[config.mk]
export PLATFORM = sky130hd
export DESIGN_NAME = mem_arbiter_ctrl
export DESIGN_NICKNAME = d
export VERILOG_FILES = /design/src/rtl/mem_arbiter_ctrl_pkg.sv /design/src/rtl/mem_arbiter_ctrl_rr_arbiter.sv /design/src/rtl/mem_arbiter_ctrl.sv
export SDC_FILE = /design/constraint.sdc
export NUM_CORES = 1
export LEC_CHECK = 0
export ABC_AREA = 1
export CORE_MARGIN = 2
export CORE_UTILIZATION = 35
export CTS_CLUSTER_DIAMETER = 200
export DETAILED_ROUTE_END_ITERATION = 16
export PLACE_DENSITY_LB_ADDON = 0.1
export REMOVE_ABC_BUFFERS = 1
export SLEW_MARGIN = 10
export SYNTH_ARGS = -nofsm -noshare
export SYNTH_HDL_FRONTEND = slang
export SYNTH_SLANG_ARGS = --single-unit
[constraint.sdc]
create_clock -name clk -period 5.4 [get_ports clk]
set_input_delay 1.08 -clock clk [delete_from_list [all_inputs] [get_ports clk]]
set_output_delay 1.08 -clock clk [all_outputs]
set_load 0.005 [all_outputs]
[src/rtl/mem_arbiter_ctrl_pkg.sv]
// -----------------------------------------------------------------------------
// mem_arbiter_ctrl_pkg
// Shared constants for the byte-wide memory front end:
//   - request size encodings (SZ_BYTE / SZ_HALF / SZ_WORD; 3 behaves as word)
//   - sequencing FSM state encoding
//   - IO_HI: value of addr[17:16] that marks the memory-mapped I/O window
//   - helpers for the last byte index of a transfer and index vector width
// -----------------------------------------------------------------------------
package mem_arbiter_ctrl_pkg;

  localparam logic [1:0] SZ_BYTE = 2'd0;
  localparam logic [1:0] SZ_HALF = 2'd1;
  localparam logic [1:0] SZ_WORD = 2'd2;

  localparam logic [1:0] IO_HI = 2'b11;

  typedef enum logic [1:0] {
    IDLE  = 2'd0,
    XFER  = 2'd1,
    RTAIL = 2'd2,
    DONE  = 2'd3
  } state_e;

  // Index of the final byte of a transfer (n-1); size 3 is treated as a word.
  function automatic logic [1:0] last_byte_idx(input logic [1:0] sz);
    case (sz)
      SZ_BYTE: return 2'd0;
      SZ_HALF: return 2'd1;
      default: return 2'd3;
    endcase
  endfunction

  // Width of a channel index; at least one bit so a single channel still works.
  function automatic int idx_w(input int n);
    return (n > 1) ? $clog2(n) : 1;
  endfunction

endpackage

[src/rtl/mem_arbiter_ctrl_rr_arbiter.sv]
// -----------------------------------------------------------------------------
// rr_arbiter
// Purely combinational round-robin picker. Starting from the channel after
// i_last (cyclically), the first requesting channel wins.
//   i_req    [N-1:0]  request vector
//   i_last   [IW-1:0] index of the most recently served channel
//   o_grant  [N-1:0]  one-hot grant (all zero when nothing requests)
//   o_idx    [IW-1:0] binary index of the granted channel
// -----------------------------------------------------------------------------
module rr_arbiter
  import mem_arbiter_ctrl_pkg::*;
#(
  parameter int N  = 2,
  parameter int IW = idx_w(N)
) (
  input  logic [N-1:0]  i_req,
  input  logic [IW-1:0] i_last,
  output logic [N-1:0]  o_grant,
  output logic [IW-1:0] o_idx
);

  logic [IW-1:0] w_cand;

  // Walk the distances from farthest to nearest so the channel closest after
  // i_last is written last and therefore wins.
  always_comb begin
    o_grant = '0;
    o_idx   = '0;
    w_cand  = '0;
    for (int i = N; i >= 1; i--) begin
      w_cand = IW'((int'(i_last) + i) % N);
      if (i_req[w_cand]) begin
        o_grant         = '0;
        o_grant[w_cand] = 1'b1;
        o_idx           = w_cand;
      end
    end
  end

endmodule

[src/rtl/mem_arbiter_ctrl.sv]
// -----------------------------------------------------------------------------
// mem_arbiter_ctrl
// Round-robin front end that serialises 1/2/4-byte reads and writes from
// NUM_CH requesters onto a single byte-wide memory bus.
//   clk, rst        clock, synchronous active-high reset
//   rdy             global ready; low freezes the controller
//   clear           ROB flush; aborts in-flight reads on flushable channels
//   req_valid/wr/size/addr/wdata   per-channel request, held until resp_ready
//   resp_ready      one-cycle completion pulse to the granted channel
//   resp_data       zero-extended read data, valid with resp_ready
//   mem_din/mem_dout/mem_a/mem_wr  byte-wide memory bus
//   io_buffer_full  stalls writes to the I/O window (addr[17:16] == 2'b11)
// Read data for the byte presented in cycle t arrives on mem_din at the end
// of cycle t+1, so reads finish with one extra capture cycle (RTAIL).
// -----------------------------------------------------------------------------
module mem_arbiter_ctrl
  import mem_arbiter_ctrl_pkg::*;
#(
  parameter int                NUM_CH     = 2,
  parameter int                ADDR_W     = 32,
  parameter logic [NUM_CH-1:0] FLUSH_MASK = {NUM_CH{1'b1}}
) (
  input  logic                     clk,
  input  logic                     rst,
  input  logic                     rdy,
  input  logic                     clear,
  input  logic [NUM_CH-1:0]        req_valid,
  input  logic [NUM_CH-1:0]        req_wr,
  input  logic [2*NUM_CH-1:0]      req_size,
  input  logic [ADDR_W*NUM_CH-1:0] req_addr,
  input  logic [32*NUM_CH-1:0]     req_wdata,
  output logic [NUM_CH-1:0]        resp_ready,
  output logic [31:0]              resp_data,
  input  logic [7:0]               mem_din,
  output logic [7:0]               mem_dout,
  output logic [31:0]              mem_a,
  output logic                     mem_wr,
  input  logic                     io_buffer_full
);

  localparam int IW = idx_w(NUM_CH);

  // Control state
  state_e          r_state;
  state_e          w_next;
  logic [IW-1:0]   r_last_grant;
  logic            r_cap_vld;
  logic [31:0]     r_resp_data;

  // Latched transaction
  logic [IW-1:0]   r_gidx;
  logic            r_wr;
  logic [1:0]      r_lastk;
  logic [1:0]      r_cnt;
  logic [ADDR_W-1:0] r_addr;
  logic [31:0]     r_wdata;
  logic [31:0]     r_rbuf;
  logic [1:0]      r_cap_idx;

  // Arbitration and request selection
  logic [NUM_CH-1:0] w_grant;
  logic [IW-1:0]     w_gidx;
  logic              w_any;
  logic              w_sel_wr;
  logic [1:0]        w_sel_size;
  logic [ADDR_W-1:0] w_sel_addr;
  logic [31:0]       w_sel_wdata;

  // Sequencing helpers
  logic [ADDR_W-1:0] w_addr_k;
  logic              w_io;
  logic              w_stall;
  logic              w_abort;
  logic [31:0]       w_merged;

  rr_arbiter #(
    .N  (NUM_CH),
    .IW (IW)
  ) u_rr (
    .i_req   (req_valid),
    .i_last  (r_last_grant),
    .o_grant (w_grant),
    .o_idx   (w_gidx)
  );

  assign w_any       = |w_grant;
  assign w_sel_wr    = req_wr[w_gidx];
  assign w_sel_size  = req_size[2*int'(w_gidx) +: 2];
  assign w_sel_addr  = req_addr[ADDR_W*int'(w_gidx) +: ADDR_W];
  assign w_sel_wdata = req_wdata[32*int'(w_gidx) +: 32];

  // Byte address wraps modulo 2^ADDR_W.
  assign w_addr_k = r_addr + ADDR_W'(r_cnt);

  // I/O window is decided on the base address of the access.
  assign w_io = (((32'(r_addr)) >> 16) & 32'h3) == 32'(IO_HI);

  // Only I/O writes stall; the byte is held with mem_wr low.
  assign w_stall = (r_state == XFER) && r_wr && w_io && io_buffer_full;

  // Committed stores are never aborted.
  assign w_abort = clear && !r_wr && FLUSH_MASK[r_gidx] &&
                   ((r_state == XFER) || (r_state == RTAIL));

  // Final read word: fold in the byte arriving this cycle, if one is due.
  always_comb begin
    w_merged = r_rbuf;
    if (r_cap_vld) w_merged[8*r_cap_idx +: 8] = mem_din;
  end

  // State register
  always_ff @(posedge clk) begin
    if (rst)      r_state <= IDLE;
    else if (rdy) r_state <= w_next;
  end

  // Next-state logic
  always_comb begin
    w_next = r_state;
    case (r_state)
      IDLE:  if (w_any && !clear) w_next = XFER;
      XFER: begin
        if (w_abort)                            w_next = IDLE;
        else if (!w_stall && r_cnt == r_lastk)  w_next = r_wr ? DONE : RTAIL;
      end
      RTAIL: w_next = w_abort ? IDLE : DONE;
      DONE:  w_next = IDLE;
      default: w_next = IDLE;
    endcase
  end

  // Output logic
  always_comb begin
    mem_a      = '0;
    mem_wr     = 1'b0;
    mem_dout   = '0;
    resp_ready = '0;
    if (r_state == XFER) begin
      mem_a    = 32'(w_addr_k);
      mem_wr   = r_wr && !w_stall;
      mem_dout = r_wdata[8*r_cnt +: 8];
    end
    if (r_state == DONE) resp_ready[r_gidx] = 1'b1;
  end

  assign resp_data = r_resp_data;

  // Control registers: round-robin pointer, capture flag, response word.
  // The capture flag tracks what was on the bus last cycle even while rdy is
  // low: the memory keeps answering the held address, so the pending byte
  // must still be taken or it would be lost when rdy returns.
  always_ff @(posedge clk) begin
    if (rst) begin
      r_last_grant <= IW'(NUM_CH - 1);
      r_cap_vld    <= 1'b0;
      r_resp_data  <= '0;
    end else begin
      r_cap_vld <= (r_state == XFER) && !r_wr;
      if (rdy) begin
        case (r_state)
          XFER:    if (w_abort) r_last_grant <= r_gidx;
          RTAIL: begin
            if (w_abort) r_last_grant <= r_gidx;
            else         r_resp_data  <= w_merged;
          end
          DONE:    r_last_grant <= r_gidx;
          default: ;
        endcase
      end
    end
  end

  // Transaction registers: latched request, byte counter, read assembly.
  always_ff @(posedge clk) begin
    if (r_cap_vld) r_rbuf[8*r_cap_idx +: 8] <= mem_din;
    r_cap_idx <= r_cnt;
    if (rdy) begin
      case (r_state)
        IDLE: begin
          if (w_any && !clear) begin
            r_gidx  <= w_gidx;
            r_wr    <= w_sel_wr;
            r_lastk <= last_byte_idx(w_sel_size);
            r_addr  <= w_sel_addr;
            r_wdata <= w_sel_wdata;
            r_cnt   <= '0;
            r_rbuf  <= '0;
          end
        end
        XFER: begin
          if (!w_abort && !w_stall && r_cnt != r_lastk) r_cnt <= r_cnt + 2'd1;
        end
        default: ;
      endcase
    end
  end

endmodule

## Yosys cells after proc, flatten, opt, wreduce, memory -nomap -nowiden

Cells that the tools add are included.

- Order comparisons: 7
- $add $sub $neg: 5
- Eq/ne operators: 11
- Reductions and logical operators: 31
- Bitwise gates (word level): 1
- Multiplexer cells: 38
- Shift-type cells: 6

Operators by type and width:

| kind | count |
|---|---|
| $mux W32 | 5 |
| $shiftx A64 B7 Y32 | 2 |
| $neg A5 Y34 | 1 |
| $shift A8 B34 Y32 const A | 1 |
| $shiftx A8 B34 Y32 | 1 |
| $add A32 B2 Y32 | 1 |
| $bwmux W32 | 1 |
| $shiftx A32 B6 Y8 | 1 |
| $mux W2 | 9 |
| $logic_and A1 B1 Y1 | 15 |
| $mux W1 | 15 |
| $reduce_and A3 Y1 | 4 |
| $lt A1 B2 Y1 const B | 4 |
| $mux W8 | 1 |
| $pmux W2 S2 | 2 |
| $pmux W2 S4 | 1 |
| $eq A2 B2 Y1 const B | 3 |
| $eq A2 B1 Y1 const B | 2 |
| $logic_not A1 Y1 | 4 |
| $logic_not A2 Y1 | 2 |
| $ne A2 B1 Y1 const B | 2 |
| $reduce_and A4 Y1 | 1 |
| $reduce_bool A2 Y1 | 2 |
| $reduce_or A2 Y1 | 2 |
| other kinds (12) | 17 |

- Logic and storage cells: 111
- Flip-flop bits (word level): 140
- Output and inout bits: 75

## Logic depth before layout (Yosys ltp)

- Depth after elaboration: 12
- Gate-level depth with buffers: 10
- Depth with buffers taken out: 10

## Cells and area by module

Synthesis repeated with hierarchy kept, for this count alone.

- Cells, all modules: 885
- Area, all modules: 7410.9 um2

By module, submodules not included:

| module | area an instance (um2) | cells each | times used |
|---|---|---|---|
| mem_arbiter_ctrl | 7383.3 | 879 | 1 |
| rr_arbiter | 27.5 | 6 | 1 |

## Least setup slack after synthesis

No wires, ideal clock.

- Path type: input -> register
- Start: input clear
- End: register r_addr[0], enable pin
- Setup time: 398 ps
- Setup slack: 2577 ps
- Arrival time: 2425 ps
- Stages on the path: 4
- Cell sequence: inv_1 -> o21ai_0 -> nor3_2 -> buf_2

- Word-level cells in the longest chain between the ends: 3

Ends and longest elaborated chain:

| element | RTL line | source |
|---|---|---|
| start, declared | mem_arbiter_ctrl.sv:26 | `input logic clear,` |
| $logic_not A1 Y1 | mem_arbiter_ctrl.sv:180 | `if (w_any && !clear) begin` |
| $logic_and A1 B1 Y1 | mem_arbiter_ctrl.sv:180 |  |
| $reduce_and A3 Y1 (no source line) | -- |  |
| end signal, assigned | mem_arbiter_ctrl.sv:184 | `r_addr <= w_sel_addr;` |
| end, declared | mem_arbiter_ctrl.sv:55 | `logic [ADDR_W-1:0] r_addr;` |

Every way passes these cells.
A chain may end at the register's enable or synchronous reset.

## Worst setup path in the final report

- Start: register r_cnt[1]
- End: output mem_a[20]

- Word-level cells in the longest chain between the ends: 2

Ends and longest elaborated chain:

| element | RTL line | source |
|---|---|---|
| start, declared | mem_arbiter_ctrl.sv:54 | `logic [1:0] r_cnt;` |
| start signal, assigned | mem_arbiter_ctrl.sv:191 | `if (!w_abort && !w_stall && r_cnt != r_lastk) r_cnt <= r_cnt + 2'd1;` |
| $add A32 B2 Y32 | mem_arbiter_ctrl.sv:93 | `assign w_addr_k = r_addr + ADDR_W'(r_cnt);` |
| $mux W32 | mem_arbiter_ctrl.sv:138 | `if (r_state == XFER) begin` |
| end, declared | mem_arbiter_ctrl.sv:36 | `output logic [31:0] mem_a,` |

Every way passes these cells.

==> summary.txt <==
Routing
  • Drt total wl: approximately 21000 um
  • WL per Instance: 13.8 um
  • Vias: 6762
  • Average vias per placed instance: 4.53
  • First-pass DRT Iterations: 5
  • Initial drt markers: roughly 290
  • Post-DRT Antenna Nets: 0
  • Number of remaining DRC errors: 0

Yosys
  • Synth warn: 0
  • Sequential element share of the synthesized area: 48.5%
  • Mapped Area: ~7200 um2
  • Seq cells post-synth: 140
  • Syn avg cell area: 7.25 um2
  • Library cells used by synthesis: 30
  • Gate Count Post-Synth: between 900 and 1000

Hold path
  • Worst min path class: reg -> reg

Cells and area
  • Fin util: 50.9%
  • P&R area growth vs syn: 42.5%
  • Ant diodes: 0
  • Layout cells sized above 1: 4.42%
  • NumNets Final: 1371
  • Cell Count, Final, Fillers Out: 1492

Clocking
  • Clk buf depth: 2
  • Hold buffer count at cts: 0
  • CTS tree: done
  • Reg clk slew, reported paths: 60 ps
  • Clk root buf: clkbuf_16
  • Post-cts gate resize count: 0
  • TritonCTS buffer count: 17
  • # Post-CTS Setup Buffers: 0
  • Htree depth: 4
  • TritonCTS Sinks: between 100 and 150
  • Clock Latency Late Sink: 420 ps

Global route
  • First-pass GRT wire length: 33000 um
  • Global-route met1 utilization: 24.0%
  • GRT Overall Usage: about a fifth
  • Number of global-route vias before repair: approximately 6500
  • Largest net degree at the start of global routing: 68
  • Initial antenna violation count: 1
  • GR peak layer: met2
  • Met2 GRT Util: 32.2%
  • Remaining Overflow, GRT: 0
  • GR Util met3: 5.19%

Timing
  • Tcrit/Tclk final: 73.1%
  • Measured slew at the worst slew-check pin: approximately 950 ps
  • Post-Route Setup TNS: 0 ps
  • Max-slew headroom: between 30 and 40%
  • Max Clock Skew: between 10 and 15 ps
  • RSZ-0062 raised after global routing: false
  • Tmin final: 3950 ps
  • Peak Freq: 253 MHz
  • Final hold vios: 0
  • # setup viols final: 0
  • Max-slew violations: 0

Place
  • HPWL after DPL: ~15000 um
  • # port buffers: 223
  • Placed insts: between 1000 and 1500
  • GPL Wtd Cong: 0.871

Floorplanning
  • I/O Pins: 224
  • Die area: ~22000 um2
  • Row count: 52
  • Initial Util: 35.7%
  • DIE WIDTH: ~150 um
  • Core Box Area: slightly above 20000 um2
  • Chip height: between 100 and 150 um

Setup path
  • RR Endpoint: resp_data[6]
  • R2R setup slack: 2990 ps
  • CP Class: reg -> out
  • Reg2Reg Depth: 9
  • Crit path max fanout: 13
  • Crit path from: r_cnt[1]
  • Worst Setup End Kind: output port
  • Startpoint class of the critical path: flop
  • FF-to-FF Start: r_state[0]
  • Crit path DAT: between 2000 and 3000 ps
  • CP Capture Point: mem_a[20]
  • Data required, critical path: 4320 ps

Outcome
  • Status: complete, no violations

Power and ir drop
  • Pwr dens: 280 nW/um2
  • Max IR drop VDD: around 190 uV
  • Pleak: ~0.0044 uW

Job
  • Max-cap violations: 0
## how the worst min path moves through the flow
| stage | from | endpoint | slack [ps] | cells after the start |
|---|---|---|---|---|
| floorplan | r_last_grant | r_last_grant | 430 | 2 |
| finish | r_rbuf[2] | r_rbuf[2] | 470 | 2 |
| CTS | r_rbuf[6] | r_rbuf[6] | 470 | 2 |
| global route | r_rbuf[3] | r_rbuf[3] | 480 | 2 |
| detailed placement | r_rbuf[3] | r_rbuf[3] | 460 | 2 |
| global placement | r_rbuf[6] | r_rbuf[6] | 460 | 2 |
## kinds of logic after synthesis
group	Yosys count	share of synthesized area [%]
simple gates	610	33.8
compound gates	107	8.26
buf+inv	122	6.58
xor+xnor	6	0.727
fa+ha+maj	12	2.18
flops	140	48.5
## layout by cell type (no fill, tap or decap), drive strengths merged, types with 8 or more instances in the layout
cell type / instances
nand3: 48
o211ai: 12
a21oi: 44
clkbuf: 20
buf: 8
inv: 89
edfxtp: 70
o21ai: 38
clkdlybuf4s50: 223
ha: 11
dfxtp: 70
nand2: 375
nor2: 172
a22oi: 10
## metal layers
metal  routed length, um  vias to the layer above
met2                9590                      181
li1                    -                     3605
met4                 230                        0
met3                1400                       21
met5                   0                        -
met1                9310                     2955
## cell usage after synthesis, drive strengths merged
cell type / number / area (um2)
clkbuf: 20 / 75.1
o21a: 2 / 15.0
a21oi: 44 / 220
nand2: 375 / 1410
and2: 1 / 6.26
nand4: 7 / 43.8
nand3: 48 / 240
xnor2: 3 / 26.3
inv: 85 / 319
o21ai: 38 / 190
fa: 1 / 20.0
xor2: 3 / 26.3
edfxtp: 70 / 2100
dfxtp: 70 / 1400
buf: 17 / 81.3
a22oi: 10 / 75.1
or2: 1 / 6.26
nor3: 6 / 56.3
o211ai: 12 / 90.1
o22ai: 1 / 6.26
nor2: 172 / 676
ha: 11 / 138
## stage by stage
step           worst slack (ps)  total power, uW  area [um2]  hold slack [ps]
3_3_place_gp               1920             1760        9710              458
3_5_place_dp               1900             1770        9710              464
2_1_floorplan               147             1480        7070              428
6_report                   1450             2880       10300              473
5_1_grt                    1220             3020       10300              485
4_1_cts                    1440             2920       10300              474
## worst max-delay path: stages (launching register included)
cell             delay [ps]
edfxtp_1                700
fa_1                    320
nand2_1                  90
nor2_1                  180
nand2_1                 130
inv_1                   160
nand4_1                 150
nand2_1                  90
nand2_1                  50
nor2_1                   80
clkdlybuf4s50_1         500
## sequential cells by signal (all words and copies together) (netlist names)
name          cells
r_addr           32
r_cap_idx         2
r_cap_vld         1
r_cnt             2
r_gidx            1
r_last_grant      1
r_lastk           2
r_rbuf           32
r_state           2
r_wdata          32
r_wr              1
resp_data        32
## cell type report
class	count	area, um2
timing repair buffer	231	2290
clock inverter	11	106
tap	270	338
multi-input combinational	735	3260
sequential	140	3500
fill	2025	9940
inverter	85	319
clock buffer	20	479
## power by group
part / total (uW) / internal [uW] / switching, uW / leakage, uW
registers: 1220 / 1190 / 38.3 / 0.00121
logic: 513 / 255 / 258 / 0.00286
clock network: 1140 / 691 / 452 / 0.000289
total: 2880 / 2130 / 748 / 0.00437
No activity file was read; power rests on OpenSTA's default activity.
